--- config.mk ---
export PLATFORM = sky130hd
export DESIGN_NAME = mem_stage_sequencer
export DESIGN_NICKNAME = d
export VERILOG_FILES = /design/src/rtl/mem_stage_sequencer.sv
export SDC_FILE = /design/constraint.sdc
export NUM_CORES = 1
export LEC_CHECK = 0
export ABC_AREA = 0
export CORE_UTILIZATION = 38
export DETAILED_ROUTE_END_ITERATION = 10
export DONT_BUFFER_PORTS = 1
export PLACE_DENSITY = 0.5
export SLEW_MARGIN = 15
export SYNTH_ARGS = -nofsm -noshare
export SYNTH_HDL_FRONTEND = slang
export SYNTH_SLANG_ARGS = --single-unit
--- constraint.sdc ---
create_clock -name CLK -period 1.6 [get_ports CLK]
set_input_delay 0.32 -clock CLK [delete_from_list [all_inputs] [get_ports CLK]]
set_output_delay 0.32 -clock CLK [all_outputs]
set_load 0.005 [all_outputs]
--- src/rtl/mem_stage_sequencer.sv ---
// MEM-stage sequencer: handshakes loads/stores with a variable-latency data
// memory, stalls the upstream pipeline while an access is outstanding, feeds
// bubbles into MEM/WB until completion and aborts hung accesses via a watchdog.
module mem_stage_sequencer #(
  parameter int unsigned TIMEOUT_CYCLES = 255,
  parameter int unsigned CNT_W          = 8
) (
  input  logic        CLK,
  input  logic        RESET,
  input  logic        mem_read_i,
  input  logic        mem_write_i,
  input  logic [4:0]  WB_control_i,
  input  logic        dmem_ready_i,
  input  logic [31:0] dmem_rdata_i,
  output logic        dmem_req_o,
  output logic        dmem_we_o,
  output logic        stall_o,
  output logic [4:0]  WB_control_o,
  output logic [31:0] ReadData_o,
  output logic        timeout_o
);

  localparam logic [1:0] S_IDLE   = 2'd0;
  localparam logic [1:0] S_ACCESS = 2'd1;
  localparam logic [1:0] S_DONE   = 2'd2;

  localparam logic [CNT_W-1:0] CNT_LIMIT = CNT_W'(TIMEOUT_CYCLES);
  localparam logic [CNT_W-1:0] CNT_ONE   = CNT_W'(1);

  logic [1:0]       state_q,   state_d;
  logic [CNT_W-1:0] cnt_q,     cnt_d;
  logic [31:0]      rdata_q,   rdata_d;
  logic             timeout_q, timeout_d;
  logic             abort_q,   abort_d;

  logic mem_op;
  logic is_load;

  // A request with both read and write set is treated as a store.
  assign mem_op  = mem_read_i | mem_write_i;
  assign is_load = mem_read_i & ~mem_write_i;

  // Next-state logic: access tracking, watchdog count, captured load data.
  always_comb begin
    state_d   = state_q;
    cnt_d     = cnt_q;
    rdata_d   = rdata_q;
    timeout_d = timeout_q;
    abort_d   = abort_q;
    case (state_q)
      S_IDLE: begin
        // Zero-wait accesses complete here without leaving IDLE.
        if (mem_op && !dmem_ready_i) begin
          state_d = S_ACCESS;
          cnt_d   = CNT_ONE;
        end
      end
      S_ACCESS: begin
        // Memory completion wins over a watchdog expiry in the same cycle.
        if (dmem_ready_i) begin
          rdata_d = is_load ? dmem_rdata_i : '0;
          state_d = S_DONE;
        end else if (cnt_q == CNT_LIMIT) begin
          timeout_d = 1'b1;
          abort_d   = 1'b1;
          rdata_d   = '0;
          state_d   = S_DONE;
        end else begin
          cnt_d = cnt_q + CNT_ONE;
        end
      end
      S_DONE: begin
        // EX/MEM still holds the finished instruction, so never start here.
        abort_d = 1'b0;
        state_d = S_IDLE;
      end
      default: begin
        state_d = S_IDLE;
      end
    endcase
  end

  // State and datapath registers with asynchronous active-low reset.
  always_ff @(posedge CLK or negedge RESET) begin
    if (!RESET) begin
      state_q   <= S_IDLE;
      cnt_q     <= '0;
      rdata_q   <= '0;
      timeout_q <= 1'b0;
      abort_q   <= 1'b0;
    end else begin
      state_q   <= state_d;
      cnt_q     <= cnt_d;
      rdata_q   <= rdata_d;
      timeout_q <= timeout_d;
      abort_q   <= abort_d;
    end
  end

  // Output decode; outputs are forced low while reset is held so an
  // in-flight request disappears immediately rather than at the next edge.
  always_comb begin
    dmem_req_o   = 1'b0;
    dmem_we_o    = 1'b0;
    stall_o      = 1'b0;
    WB_control_o = '0;
    ReadData_o   = '0;
    case (state_q)
      S_IDLE: begin
        if (mem_op) begin
          dmem_req_o = 1'b1;
          dmem_we_o  = mem_write_i;
          if (dmem_ready_i) begin
            WB_control_o = WB_control_i;
            ReadData_o   = is_load ? dmem_rdata_i : '0;
          end else begin
            stall_o = 1'b1;
          end
        end else begin
          WB_control_o = WB_control_i;
        end
      end
      S_ACCESS: begin
        dmem_req_o = 1'b1;
        dmem_we_o  = mem_write_i;
        stall_o    = 1'b1;
      end
      S_DONE: begin
        ReadData_o   = rdata_q;
        WB_control_o = abort_q ? 5'b0 : WB_control_i;
      end
      default: begin
        dmem_req_o = 1'b0;
      end
    endcase
    if (!RESET) begin
      dmem_req_o   = 1'b0;
      dmem_we_o    = 1'b0;
      stall_o      = 1'b0;
      WB_control_o = '0;
      ReadData_o   = '0;
    end
  end

  assign timeout_o = timeout_q;

endmodule

==> out/metrics.json <==
{
  "final_net_count": {"value": 326},
  "final_number_of_setup_violating_endpoints": {"value": 5},
  "wl_per_cell": {"value": 18.5, "unit": "um"},
  "worst-path-max-fanout": {"value": 5},
  "setup.worst_path.end_class": {"value": "output pin"},
  "gp_routability_congestion": {"value": 0.821},
  "route.detailed.drc": {"value": 0},
  "drtAntennaViolNets": {"value": 0},
  "synth_most_common_cell": {"value": "sky130_fd_sc_hd__dfrtp_1"},
  "worstPathCellList": {"value": "nand2b_4 -> a211o_4 -> nor2_1"},
  "synth-async-reset-ratio": {"value": 100, "unit": "%"},
  "yosysWarnings": {"value": 0},
  "pin_count": {"value": 83},
  "hold_class": {"value": "in2reg"},
  "slew-limit-headroom": {"value": 81.6, "unit": "%"},
  "drive_gt1_share": {"value": 40.6, "unit": "%"},
  "reg2regPathDepth": {"value": 5},
  "syn_inst": {"value": 267},
  "grtUsageTotal": {"value": 19.9, "unit": "%"},
  "port-buffer-count": {"value": 0},
  "cts.htree.levels": {"value": 2},
  "timing.hold.worst_path_depth": {"value": 1},
  "grt_pass1_vias": {"value": 2070},
  "regToRegStartpoint": {"value": "cnt_q[0]$_DFFE_PN0P_"},
  "dieArea": {"value": 0.00658, "unit": "mm^2"},
  "timing.final.max_slew_violations": {"value": 0},
  "grt_first_pass_wirelength": {"value": 10.0, "unit": "mm"},
  "fin_worst_hold_slack": {"value": 183, "unit": "ps"},
  "clock_path_buffers": {"value": 2},
  "die_height": {"value": 81.1, "unit": "um"},
  "cp_data_arrival_time": {"value": 1300, "unit": "ps"},
  "synth.yosys.seq_area_share": {"value": 46.3, "unit": "%"},
  "ys_top_cells_by_count": {"value": "44 x sky130_fd_sc_hd__dfrtp_1, 38 x sky130_fd_sc_hd__nand2_1, 36 x sky130_fd_sc_hd__nand3_1"},
  "place.detailed.hpwl": {"value": 3.93, "unit": "mm"},
  "core": {"value": 0.00599, "unit": "mm^2"},
  "layout_setup_ws": {"value": -23.7, "unit": "ps"},
  "layout_min_cycle_time": {"value": 1620, "unit": "ps"},
  "tritoncts": {"value": "done"},
  "detailed_route_wire_length": {"value": 6.64, "unit": "mm"},
  "end_of_flow_core_utilization": {"value": 52.6, "unit": "%"},
  "clock-root-buffer": {"value": "sky130_fd_sc_hd__clkbuf_8"},
  "hold_start": {"value": "dmem_rdata_i[2]"},
  "yosys_register_bits": {"value": 44},
  "netlist.area_leader.share": {"value": 46.3, "unit": "%"},
  "first_iter_violations": {"value": 137},
  "report.final.hold_viol_count": {"value": 0},
  "largest_net_degree_at_the_start_of_global_routing": {"value": 45},
  "critPathKind": {"value": "reg2out"},
  "setup_repair_after_global_routing_missed_its_margin": {"value": "yes"},
  "critical_path_required": {"value": 1280, "unit": "ps"},
  "vias": {"value": 2194},
  "reg2reg_to": {"value": "cnt_q[5]$_DFFE_PN0P_"},
  "floorplan.initialDensity": {"value": 39.7, "unit": "%"},
  "clock.fmax": {"value": 616, "unit": "MHz"},
  "antenna_found_initial": {"value": 0},
  "synth_enable_flop_cells": {"value": 0},
  "timing.critical_path.slowest_cell_delay": {"value": 390, "unit": "ps"},
  "violations": {"value": "negative setup slack"},
  "std_cell_rows": {"value": 28},
  "capture_endpoint_of_the_worst_hold_path": {"value": "rdata_q[2]$_DFFE_PN0P_"},
  "fp.dieW": {"value": 81.1, "unit": "um"},
  "dominantRegCellSynth": {"value": "sky130_fd_sc_hd__dfrtp_1"},
  "clock_latency": {"value": 290, "unit": "ps"},
  "synthesis.area": {"value": 0.00238, "unit": "mm^2"},
  "relative_area_change_from_synthesis_to_final_layout": {"value": 32.5, "unit": "%"},
  "post_synth_num_cell_types": {"value": 33},
  "cts_num_sinks": {"value": 44},
  "netlist.top_cell.by_area": {"value": "sky130_fd_sc_hd__dfrtp_1"},
  "leakagePower": {"value": 1.26, "unit": "nW"},
  "post_drt_via_cell_ratio": {"value": 6.13},
  "cap_viol_max_count": {"value": 0},
  "total_inserted_antenna_cells": {"value": 0},
  "setup.reg_to_reg.worst_slack": {"value": 0, "unit": "ps"},
  "tritoncts.num_buffers": {"value": 5},
  "p_per_area": {"value": 869, "unit": "mW/mm^2"},
  "tightest_slew": {"value": 274, "unit": "ps"},
  "clk_transition_reported_paths": {"value": 90, "unit": "ps"},
  "cp_slowest_cell": {"value": "sky130_fd_sc_hd__dfrtp_1"},
  "dr.pass1.iters": {"value": 5},
  "global_route.overflow_total": {"value": 0},
  "ir_worst_vdd": {"value": 498, "unit": "uV"},
  "syn_avg_cell_area": {"value": 8.91, "unit": "um^2"},
  "status": {"value": "complete, but fails checks"},
  "min_period_over_period": {"value": 101, "unit": "%"},
  "setup.worst_path.start_class": {"value": "register"},
  "finClkSkew": {"value": 11.0, "unit": "ps"},
  "postSynthNetCount": {"value": 310},
  "synth.area.top_cells": {"value": "sky130_fd_sc_hd__dfrtp_1 46%, sky130_fd_sc_hd__a32o_1 13%, sky130_fd_sc_hd__nand3_1 7.6%"}
}
## worst max path at each step
stage                                       from  slack [ps]                    to
after floorplan             cnt_q[1]$_DFFE_PN0P_         -20  cnt_q[7]$_DFFE_PN0P_
after global placement      cnt_q[1]$_DFFE_PN0P_         -60  cnt_q[6]$_DFFE_PN0P_
after detailed placement    cnt_q[1]$_DFFE_PN0P_         -90  cnt_q[5]$_DFFE_PN0P_
after CTS                   cnt_q[0]$_DFFE_PN0P_         -60  cnt_q[5]$_DFFE_PN0P_
after global routing      state_q[1]$_DFFE_PN0P_         -90         ReadData_o[7]
final                     state_q[0]$_DFFE_PN0P_         -20       WB_control_o[0]
## critical path: cells and delay by family (launching register included)
kind             cells  cell delay, ps
AND/OR/NAND/NOR      2             290
flip-flops           1             390
AO/OA/AOI/OAI        1             350
## final cells by class
cell class                 instances  area [um^2]
clock buffer                       7         96.3
multi-input combinational        189         1440
sequential                        44         1100
tap                               75         93.8
inverter                           9         38.8
fill                             563         2840
timing repair buffer              34          382
## stage by stage
stage / power, W / TNS [ps] / area, um^2 / setup WS (ps) / instances
CTS: 0.00269 / -859 / 2870 / -59.8 / 354
finish: 0.00274 / -58.2 / 3150 / -23.7 / 358
detailed placement: 0.00185 / -467 / 2570 / -94.5 / 340
global route: 0.00291 / -2960 / 3150 / -92.6 / 358
global placement: 0.00185 / -300 / 2570 / -57.0 / 340
floorplan: 0.00166 / -116 / 2380 / -23.2 / 267
## metal layers
metal  vias up  track usage, %  share of wire [%]
met2        73            32.9                 46
li1       1018               -                  -
met3         7            5.39                7.1
met4         0            5.36                1.0
met5         -               0                  0
met1      1096            25.5                 46
## cell families after synthesis
| kind of cell | synth area share, % |
|---|---|
| multiplexers | 0.421 |
| AO/OA/AOI/OAI | 24.9 |
| adder cells (fa/ha/maj) | 0.526 |
| buffers and inverters | 6.47 |
| flip-flops | 46.3 |
| AND/OR/NAND/NOR | 21.5 |
## placed cells by master (no fill, tap or decap), drive strengths merged, types with 2 or more instances in the layout
| master | instances |
|---|---|
| nor2 | 11 |
| clkbuf | 9 |
| nor3b | 2 |
| and3 | 7 |
| nand2b | 2 |
| a211o | 6 |
| nor3 | 6 |
| nand2 | 38 |
| buf | 31 |
| a2111o | 2 |
| a32o | 32 |
| o21ai | 5 |
| a21oi | 32 |
| inv | 8 |
| nand3 | 37 |
| dfrtp | 44 |
## where the power goes
part	switching (W)	internal [W]	total, W
Clock	0.000364	0.000385	0.000749
Combinational	0.000344	0.000319	0.000663
Sequential	0.0000838	0.00124	0.00133
## sequential cells by signal, summed over array words and instances (netlist names)
| signal | cells |
|---|---|
| timeout_o | 1 |
| state_q | 2 |
| rdata_q | 32 |
| cnt_q | 8 |
| abort_q | 1 |
## timing repair
action                                  in CTS  in global routing
gates resized for setup                     35                 49
gates cloned                                 2                  3
setup buffers                                3                  1
hold endpoints to repair                    44                  0
endpoints found under the setup margin      45                 62
hold buffers                                 2                  0
pin swaps                                   11                 36
No activity file was read; power rests on OpenSTA's default activity.
